### src/rtl/encoder_latch_scheduler.sv
// ---------------------------------------------------------------------------
// encoder_latch_scheduler
//
// Periodic sampling controller for a bank of quadrature decoders that share
// one latch strobe. An interval timer produces a sample tick every period+1
// clocks. Each tick fires a one-cycle latch pulse to all decoders. One cycle
// later the latched counters are snapshotted, and the snapshot is streamed
// out one word per channel. A tick that arrives while a frame is still in
// flight is dropped and recorded in the sticky overrun flag.
//
// Optional feature (macro ENC_SCHED_TIMESTAMP_EN):
//   adds out_timestamp, a free-running 32-bit clock count captured in the
//   LATCH cycle and held for every word of that frame.
//
// Ports:
//   clk            system clock
//   reset_n        asynchronous reset, active-low
//   enable         1 = run periodic sampling
//   period         sample interval minus one, in clk cycles
//   latch          common latch strobe to all decoders (1-cycle pulse)
//   counter_in     decoder counters, channel k at [k*DATA_WIDTH +: DATA_WIDTH]
//   out_valid      output word valid
//   out_ready      consumer accepts word when out_valid && out_ready
//   out_channel    channel index of out_data
//   out_data       snapshot counter value
//   out_last       1 on the word of channel NUM_CHANNELS-1
//   overrun        sticky: a sample tick was dropped
//   overrun_clear  synchronous clear of overrun
//   out_timestamp  (ENC_SCHED_TIMESTAMP_EN only) frame timestamp
//   fsm_state      debug view of the frame FSM (0 IDLE,1 LATCH,2 CAPTURE,3 SEND)
//
// Output handshake: out_valid, out_channel, out_data and out_last are all
// functions of registered state only, so a word stays stable while
// out_ready=0; a word transfers on a cycle with out_valid && out_ready, and
// out_valid never drops without a transfer except on reset.
// ---------------------------------------------------------------------------
module encoder_latch_scheduler #(
  parameter int NUM_CHANNELS = 4,
  parameter int DATA_WIDTH   = 16,
  parameter int PERIOD_WIDTH = 16
) (
  input  logic                               clk,
  input  logic                               reset_n,
  input  logic                               enable,
  input  logic [PERIOD_WIDTH-1:0]            period,
  output logic                               latch,
  input  logic [NUM_CHANNELS*DATA_WIDTH-1:0] counter_in,
  output logic                               out_valid,
  input  logic                               out_ready,
  output logic [$clog2(NUM_CHANNELS):0]      out_channel,
  output logic [DATA_WIDTH-1:0]              out_data,
  output logic                               out_last,
  output logic                               overrun,
  input  logic                               overrun_clear,
`ifdef ENC_SCHED_TIMESTAMP_EN
  output logic [31:0]                        out_timestamp,
`endif
  output logic [1:0]                         fsm_state
);

  localparam int CH_W = $clog2(NUM_CHANNELS) + 1;
  localparam logic [CH_W-1:0] LAST_CH = CH_W'(NUM_CHANNELS - 1);

  typedef enum logic [1:0] {
    S_IDLE    = 2'd0,
    S_LATCH   = 2'd1,
    S_CAPTURE = 2'd2,
    S_SEND    = 2'd3
  } state_t;

  state_t                  state;
  state_t                  state_next;
  logic [CH_W-1:0]         ch;
  logic [CH_W-1:0]         ch_next;
  logic [PERIOD_WIDTH-1:0] timer;
  logic                    tick;
  logic                    ch_is_last;
  logic [DATA_WIDTH-1:0]   snap [NUM_CHANNELS];

  // -------------------------------------------------------------------------
  // Interval timer. While disabled it keeps reloading period so the first
  // tick after enable rises lands exactly period+1 cycles later. period is
  // only looked at on reload, so changing it mid-interval takes effect on
  // the following interval.
  // -------------------------------------------------------------------------
  assign tick = enable && (timer == '0);

  always_ff @(posedge clk or negedge reset_n) begin
    if (!reset_n) begin
      timer <= '0;
    end else if (!enable || (timer == '0)) begin
      timer <= period;
    end else begin
      timer <= timer - PERIOD_WIDTH'(1);
    end
  end

  // -------------------------------------------------------------------------
  // Frame FSM: state register
  // -------------------------------------------------------------------------
  always_ff @(posedge clk or negedge reset_n) begin
    if (!reset_n) begin
      state <= S_IDLE;
      ch    <= '0;
    end else begin
      state <= state_next;
      ch    <= ch_next;
    end
  end

  assign ch_is_last = (ch == LAST_CH);

  // -------------------------------------------------------------------------
  // Frame FSM: next state and channel pointer
  // -------------------------------------------------------------------------
  always_comb begin
    state_next = state;
    ch_next    = ch;
    case (state)
      S_IDLE: begin
        if (tick) begin
          state_next = S_LATCH;
        end
      end
      S_LATCH: begin
        state_next = S_CAPTURE;
      end
      S_CAPTURE: begin
        ch_next    = '0;
        state_next = S_SEND;
      end
      S_SEND: begin
        if (out_ready) begin
          if (ch_is_last) begin
            state_next = S_IDLE;
          end else begin
            ch_next = ch + CH_W'(1);
          end
        end
      end
      default: begin
        state_next = S_IDLE;
      end
    endcase
  end

  // -------------------------------------------------------------------------
  // Snapshot buffer. Decoders register their counters on the LATCH edge, so
  // the values on counter_in during CAPTURE are the latched ones.
  // -------------------------------------------------------------------------
  always_ff @(posedge clk or negedge reset_n) begin
    if (!reset_n) begin
      for (int k = 0; k < NUM_CHANNELS; k++) begin
        snap[k] <= '0;
      end
    end else if (state == S_CAPTURE) begin
      for (int k = 0; k < NUM_CHANNELS; k++) begin
        snap[k] <= counter_in[k*DATA_WIDTH +: DATA_WIDTH];
      end
    end
  end

  // -------------------------------------------------------------------------
  // Overrun: any tick seen outside IDLE is dropped. Setting takes priority
  // over a coincident clear so a drop is never lost.
  // -------------------------------------------------------------------------
  always_ff @(posedge clk or negedge reset_n) begin
    if (!reset_n) begin
      overrun <= 1'b0;
    end else if (tick && (state != S_IDLE)) begin
      overrun <= 1'b1;
    end else if (overrun_clear) begin
      overrun <= 1'b0;
    end
  end

  // -------------------------------------------------------------------------
  // Output stream. The data mux compares ch against each constant index so
  // ch never needs to be narrowed to an array index.
  // -------------------------------------------------------------------------
  always_comb begin
    out_data = '0;
    for (int k = 0; k < NUM_CHANNELS; k++) begin
      if (ch == CH_W'(k)) begin
        out_data = snap[k];
      end
    end
  end

  assign latch       = (state == S_LATCH);
  assign out_valid   = (state == S_SEND);
  assign out_channel = ch;
  assign out_last    = out_valid && ch_is_last;
  assign fsm_state   = state;

`ifdef ENC_SCHED_TIMESTAMP_EN
  // -------------------------------------------------------------------------
  // Frame timestamp: free-running clock count, captured in the LATCH cycle.
  // -------------------------------------------------------------------------
  logic [31:0] ts_count;
  logic [31:0] ts_frame;

  always_ff @(posedge clk or negedge reset_n) begin
    if (!reset_n) begin
      ts_count <= '0;
      ts_frame <= '0;
    end else begin
      ts_count <= ts_count + 32'd1;
      if (state == S_LATCH) begin
        ts_frame <= ts_count;
      end
    end
  end

  assign out_timestamp = ts_frame;
`endif

endmodule

### config.mk
export PLATFORM = sky130hd
export DESIGN_NAME = encoder_latch_scheduler
export DESIGN_NICKNAME = d
export VERILOG_FILES = /design/src/rtl/encoder_latch_scheduler.sv
export SDC_FILE = /design/constraint.sdc
export NUM_CORES = 1
export LEC_CHECK = 0
export CAP_MARGIN = 0
export CELL_PAD_IN_SITES_DETAIL_PLACEMENT = 1
export CELL_PAD_IN_SITES_GLOBAL_PLACEMENT = 2
export CORE_MARGIN = 2
export CORE_UTILIZATION = 33
export CTS_BUF_LIST = sky130_fd_sc_hd__clkbuf_2
export DETAILED_ROUTE_END_ITERATION = 10
export GPL_TIMING_DRIVEN = 0
export PLACE_DENSITY_LB_ADDON = 0.05
export SETUP_SLACK_MARGIN = 0.3
export SYNTH_ARGS = -nofsm -noshare
export SYNTH_HDL_FRONTEND = slang
export SYNTH_SLANG_ARGS = --single-unit
### constraint.sdc
create_clock -name clk -period 2.1 [get_ports clk]
set_input_delay 0.21 -clock clk [delete_from_list [all_inputs] [get_ports clk]]
set_output_delay 0.21 -clock clk [all_outputs]
set_load 0.1 [all_outputs]
# After elaboration in Yosys (flattened, before gate mapping)
# Index checks and enable logic that the tools add are counted.
# Widths: inputs -> output; s select.
# word_totals
in_bits	85
reg_bits	86
word_cells	47
out_inout_bits	25
# classes
addsub	2
eq_ne	10
muxes	14
reduce_logical	13
# ops
op	n
$mux 16	5
$logic_not 16->1	1
$sub 16x1->16 const B	1
$pmux 2 s4	1
$eq 3x2->1 const B	2
$mux 2	3
$mux 3	2
$pmux 3 s2	1
$reduce_and 3->1	2
$reduce_bool 2->1	3
$eq 2x2->1 const B	2
$ne 2x1->1 const B	2
$ne 2x2->1 const B	2
$add 3x1->3 const B	1
$eq 3x1->1 const B	1
$logic_and 1x1->1	3
$logic_not 3->1	1
$eq 2x1->1 const B	1
$logic_not 2->1	1
$mux 1	2
$logic_not 1->1	1
$logic_or 1x1->1	1

# Depth between registers and ports, before layout
# Gate-level depths: netlist of run 1.
# depth
depth_word	5
depth_mapped	8

# Worst setup path before layout of run 1
# Ideal clock, no wire load.
# synth_timing
path_type	reg2out
start	reg ch[1], in the netlist out_channel[1]
end	out out_data[10]
n_path_buf	1
path_slack_ns	-2.523
stages_incl_launch_ff	8
t_arrival_ns	4.413
cell_sequence	dfrtp_1 -> inv_1 -> ha_1 -> nor3b_1 -> buf_2 -> a221o_1 -> o21ai_0 -> o21ai_0
# synth_between
elab_chain_cells	5
word_cells_on_any_way	8
cone_classes	eq/ne (3); mux (4); reduce/logical (1)
# synth_lines
item	line_no	rtl
start: declaration	73	logic [CH_W-1:0] ch;
start signal: assignment	107	ch <= ch_next;
$logic_not 3->1	184	if (ch == CH_W'(k)) begin
$mux 16 (3 in a row)	184	
$mux 16 (*)	184	
end: declaration	51	output logic [DATA_WIDTH-1:0] out_data,
# Every way passes the cells marked *; elsewhere a longest branch is shown, timed or not.

# Worst setup path after layout of run 1
# layout_timing
start	reg ch[0], in the netlist out_channel[0]
end	out out_data[3]
# Same word-level chain as after synthesis.

==> run metrics, run 1 <==
outcome=complete, but fails checks; failing checks=setup timing; post-route ant nets=0; Crit. Startpoint=out_channel[0]; Async S/R FF share, synth=100%; Die Span Y=117 um; Unique masters post-synth=47; first-pass GRT wire length=19,100 um; layout cells sized above 1=50.8%; DRC Markers=0; worst path bufs/invs=3; Port Buf Inserts=108; Final nets=596; YS warnings=0; dpl ws=-0.985 ns; Ports=110; Skew-Pair Late Insertion Delay=0.57 ns; met1 wire length=5230 um; CTS buffer count=9; CP max-delay cell=dfrtp_4; Post-Syn Nets=438; Critical Path End Type=primary output; Syn Inst Count=343; number of diodes=0; number of max-cap violations=0; Critical R2R Launch=out_channel[0]; met3 wire length=564 um; Setup Crit Path Kind=register to primary output; Starting Density=33.6%; Hold Fails Final Rpt=0; H-tree levels=3; slowest stage delay, CP=0.56 ns; Tightest Hold Check Type=input pin to register; Slew @ Worst Pin=0.623 ns; Most used DFF post-synth=dfrtp_1; final wirelength=12,300 um; Die Wd=117 um; met2 WL=6220 um; ranking of synthesized cells by area=dfrtp_1 (51%), mux2_2 (19%), a221o_1 (3.8%), o21ai_0 (3.8%), ha_1 (3.0%); Fin Clk Skew=0.0132 ns; CP cell instances=ha_4 > nor2b_4 > buf_8 > buf_4 > a221o_1 > o21ai_2 > o21ai_4 > buf_12; die area=13,700 sq um; Tmin final=2.64 ns; Overall Global Routing Usage=18.7%; RSZ-0062 raised after global routing=yes; Via-to-Cell Ratio=4.88; vias in the first global route=3,568; hpwl dp=8340 um; DR pass1 iterations=4; Initial DRC Count=85; flop and latch count out of synthesis=86; critical path launch point type=register; core box area=12,500 sq um; Clock Path Buffers=2; Routed WL per cell=18.1 um; min-delay src=enable; routed vias=3,310; clk sinks=86; Root Driver=clkbuf_2; synth cell count leaders=dfrtp_1 (86), mux2_2 (70), o21ai_0 (32); cell family with most CP delay=flip-flops; Worst EP arrival=2.43 ns; area grow syn2layout=63.9%; final setup vio count=17; Synth Area per Inst=12.3 sq um; Critical Path RT=1.89 ns; Seq/Total Area, Yosys=51.1%; period utilisation layout=126%; setup ws final=-0.537 ns; Final Cell Area=6900 sq um; top-count cell post-synth=dfrtp_1; Clk pin slew, worst setup/hold paths=0.22 ns; Max Used Layer=met4; Slew Viols, Final=0; CTS tree=built; Post-synth EDFFs=0; Cell Area, Placed=5860 sq um; Post-Syn Area=4210 sq um; worst-path fanout max=7; post-synth top area share=51.1%; largest net degree at the start of global routing=45; aggregate global routing overflow=0; leading area contributor after synthesis=dfrtp_1; Max-slew headroom=58.5%; # rows=41; routability cong.=0.779; fmax=379 MHz; initial antenna violation count=0
-- worst reg2reg max path: cells and delay by family, from the launching register on --
family                     cells  cell delay [ns]
AOI/OAI and AO/OA              1             0.05
DFF                            1             0.56
adders and majority gates      2             0.37
muxes                          1             0.27
and+or+nand+nor                2             0.27
buffers and inverters          3             0.45
-- metal layers --
layer / up-vias / track usage (%)
met5: - / 0
met4: 0 / 8.00
met3: 16 / 3.91
met2: 73 / 31.9
met1: 1656 / 22.9
li1: 1565 / -
-- cells in the final DEF (no fill, tap or decap), types with 4 or more instances in the layout --
| master | instances |
|---|---|
| a221o_1 | 16 |
| buf_12 | 22 |
| buf_4 | 32 |
| buf_6 | 9 |
| clkbuf_16 | 6 |
| clkbuf_2 | 10 |
| clkdlybuf4s50_1 | 82 |
| clkinv_1 | 4 |
| dfrtp_1 | 80 |
| dfrtp_4 | 5 |
| ha_4 | 6 |
| inv_1 | 7 |
| mux2_2 | 65 |
| mux2_4 | 12 |
| nand2_1 | 11 |
| nand2_2 | 9 |
| nand3_1 | 7 |
| nor2_1 | 5 |
| o21ai_2 | 16 |
| o21ai_4 | 16 |
| xnor2_1 | 10 |
-- timing repair --
item                                    4_1_cts  5_1_grt
gates resized for setup                     277       37
pin swaps                                    18       21
cloned                                        3        1
hold endpoints to repair                     43        0
hold buffers                                  1        0
setup buffers                                23       10
endpoints found under the setup margin      105       59
-- logic make-up after synthesis --
family                     synth area share, %
AOI/OAI and AO/OA                         11.0
DFF                                       51.1
muxes                                     21.5
xor gates and xnor gates                  2.29
adders and majority gates                 2.97
and+or+nand+nor                           8.09
buffers and inverters                     3.06
-- final cells by class --
type	count	area, sq um
Fill cell	1278	5620
Multi-Input combinational cell	226	2420
Sequential cell	86	2170
Timing Repair Buffer	147	1660
Buffer	19	272
Tap cell	172	215
Clock inverter	7	55.1
Inverter	12	52.6
Clock buffer	9	45.0
-- through the flow --
step           TNS [ns]  instances  util, %  hold slack (ns)
3_5_place_dp     -15.99        624     46.8            0.266
3_3_place_gp    -247.24        623     46.6            0.483
4_1_cts           -9.35        667     53.2         0.000991
6_report          -8.37        678     55.1           0.0468
2_1_floorplan     -3.12        343        -          -0.0856
5_1_grt          -10.60        678     55.1           0.0250
-- state kept, by name, summed over array words and instances, names as in the netlist --
signal,flops
out_channel,3
snap,64
overrun,1
fsm_state,2
timer,16
-- worst paths after layout --
check                            endpoint  slack (ns)  depth (start not counted)
setup / recovery              out_data[3]       -0.54                          8
hold / removal                  timer[15]        0.05                          2
setup reg to reg           out_channel[0]        0.05                          9
hold reg to reg                  snap[37]        0.54                          1
max in group asynchronous        snap[37]        1.30                          3
min in group asynchronous         snap[0]        0.14                          2
Power of run 1 is not shown: default switching activity piles up to over one toggle a cycle in this logic, so the estimate is an artifact.
==> run 2: changes to the inputs <==
--- a/config.mk
+++ b/config.mk
@@ -11,6 +11,7 @@
 export CORE_MARGIN = 2
 export CORE_UTILIZATION = 33
 export CTS_BUF_LIST = sky130_fd_sc_hd__clkbuf_2
+export CTS_CLUSTER_SIZE = 16
 export DETAILED_ROUTE_END_ITERATION = 10
 export GPL_TIMING_DRIVEN = 0
 export PLACE_DENSITY_LB_ADDON = 0.05
==> results of run 2 <==
No change in the layout: final DEF, timing and power equal those of run 1.
Power of run 2 is left out for the same reason.
==> run 3: changes to the inputs <==
--- a/config.mk
+++ b/config.mk
@@ -14,6 +14,7 @@
 export CTS_CLUSTER_SIZE = 16
 export DETAILED_ROUTE_END_ITERATION = 10
 export GPL_TIMING_DRIVEN = 0
+export HOLD_SLACK_MARGIN = 0.03
 export PLACE_DENSITY_LB_ADDON = 0.05
 export SETUP_SLACK_MARGIN = 0.3
 export SYNTH_ARGS = -nofsm -noshare
==> run 3 against run 2 <==
  * The run still ends with setup timing left
  * First-iteration DRC count up 2.4%
  * Sequential cell count unchanged
  * Cell count up 0.15%
  * Register-to-register slack about the same
  * Utilization up 0.080 points
  * Wire length down 0.15%
  * Fmax about the same
  * Final area up 0.15%
  * Worst setup slack better by 0.0013 ns
  * Non-clock buffer count up 1
  * Global-route usage about the same
  * Worst hold slack better by 0.095 ns
  * Critical path type unchanged
  * Highest routed layer unchanged
==> run metrics, run 3 (synthesis gave the netlist of run 1 again) <==
outcome=complete, but fails checks; failing checks=setup timing; Slew @ Worst Pin=0.622 ns; final wirelength=12,300 um; most frequent cells in the layout=clkdlybuf4s50_1 (82), dfrtp_1 (80), mux2_2 (65), buf_4 (32), buf_12 (22); CTS buffer count=9; Slew Viols, Final=0; CTS tree=built; fmax=379 MHz; post-route ant nets=0; reg2reg end=out_channel[0]; Die Wd=117 um; Skew-Pair Late Insertion Delay=0.57 ns; Routed WL per cell=18.0 um; Critical Path End Type=primary output; first-pass GRT wire length=19,000 um; DR pass1 iterations=4; Fin Clk Skew=0.0135 ns; # rows=41; core box area=12,500 sq um; worst setup path end=out_data[3]; largest net degree at the start of global routing=45; clk sinks=86; Tmin final=2.64 ns; Largest register FFs=64; most common cell after layout, fill and taps aside=clkdlybuf4s50_1; vias in the first global route=3,562; routed vias=3,314; reg-to-reg slack, setup=0.05 ns; initial antenna violation count=0; Critical Path RT=1.89 ns; Tightest Hold Check Type=input pin to asynchronous set/reset pin; Overall Global Routing Usage=18.7%; number of diodes=0; final non-filler cell total=679; Setup Crit Path Kind=register to primary output; Port Buf Inserts=108; Die Span Y=117 um; most flop-heavy register=snap; Worst EP arrival=2.43 ns; worst-path fanout max=7; RSZ-0062 raised after global routing=yes; Placed Cells=624; layout cells sized above 1=50.7%; critical path launch point type=register; r2r worst-path depth=9; Max-slew headroom=58.6%; routability cong.=0.779; Critical R2R Launch=out_channel[0]; Initial DRC Count=87; area grow syn2layout=64.1%; Via-to-Cell Ratio=4.88; Root Driver=clkbuf_2; final setup vio count=17; die area=13,700 sq um; Crit. Startpoint=out_channel[0]; Clk pin slew, worst setup/hold paths=0.24 ns; period utilisation layout=126%; aggregate global routing overflow=0; hpwl dp=8340 um; Final nets=597; setup ws final=-0.536 ns; dpl ws=-0.985 ns; Clock Path Buffers=2; DRC Markers=0; Hold Fails Final Rpt=0; H-tree levels=3; Ports=110; number of max-cap violations=0; Starting Density=33.6%
-- run 3: how the worst min path moves through the flow --
stage,start,endpoint,slack [ns]
CTS,reset_n,snap[17],0.12
global route,reset_n,snap[3],0.12
finish,reset_n,snap[0],0.14
global placement,snap[20],snap[20],0.48
floorplan,reset_n,overrun,-0.09
detailed placement,reset_n,snap[3],0.27
-- run 3: repair_timing --
| action | 4_1_cts | 5_1_grt |
|---|---|---|
| hold endpoints to repair | 67 | 0 |
| resized for setup | 277 | 37 |
| endpoints found under the setup margin | 105 | 59 |
| setup buffers | 23 | 10 |
| hold buffers | 2 | 0 |
| pin swaps | 18 | 21 |
| gates cloned | 3 | 1 |
-- run 3: worst max-delay path, cell delays in order, from the launching register on --
cell	delay, ns
dfrtp_4	0.56
ha_4	0.18
nor2b_4	0.12
buf_8	0.13
buf_4	0.13
a221o_1	0.36
o21ai_2	0.12
o21ai_4	0.08
buf_12	0.16
-- run 3: layout make-up --
cell class                      instances  area (sq um)
Buffer                                 19           272
Clock buffer                            9          45.0
Clock inverter                          7          55.1
Fill cell                            1276          5610
Inverter                               12          52.6
Multi-Input combinational cell        226          2420
Sequential cell                        86          2170
Tap cell                              172           215
Timing Repair Buffer                  148          1670
-- run 3: through the flow --
stage,utilization [%],instance area (sq um),hold slack [ns],setup TNS [ns]
3_5_place_dp,46.8,5860,0.266,-15.99
3_3_place_gp,46.6,5830,0.483,-247.24
2_1_floorplan,-,4540,-0.0856,-3.12
4_1_cts,53.3,6670,0.117,-9.35
5_1_grt,55.2,6910,0.121,-10.60
6_report,55.2,6910,0.141,-8.35
-- run 3: per-layer routing --
layer	vias up	share of wire (%)	global-route usage [%]
met3	14	4.6	3.91
met4	0	2.0	8.00
met5	-	0	0
met2	70	51	31.9
li1	1566	-	-
met1	1664	43	22.9
Power of run 3 is left out for the same reason.
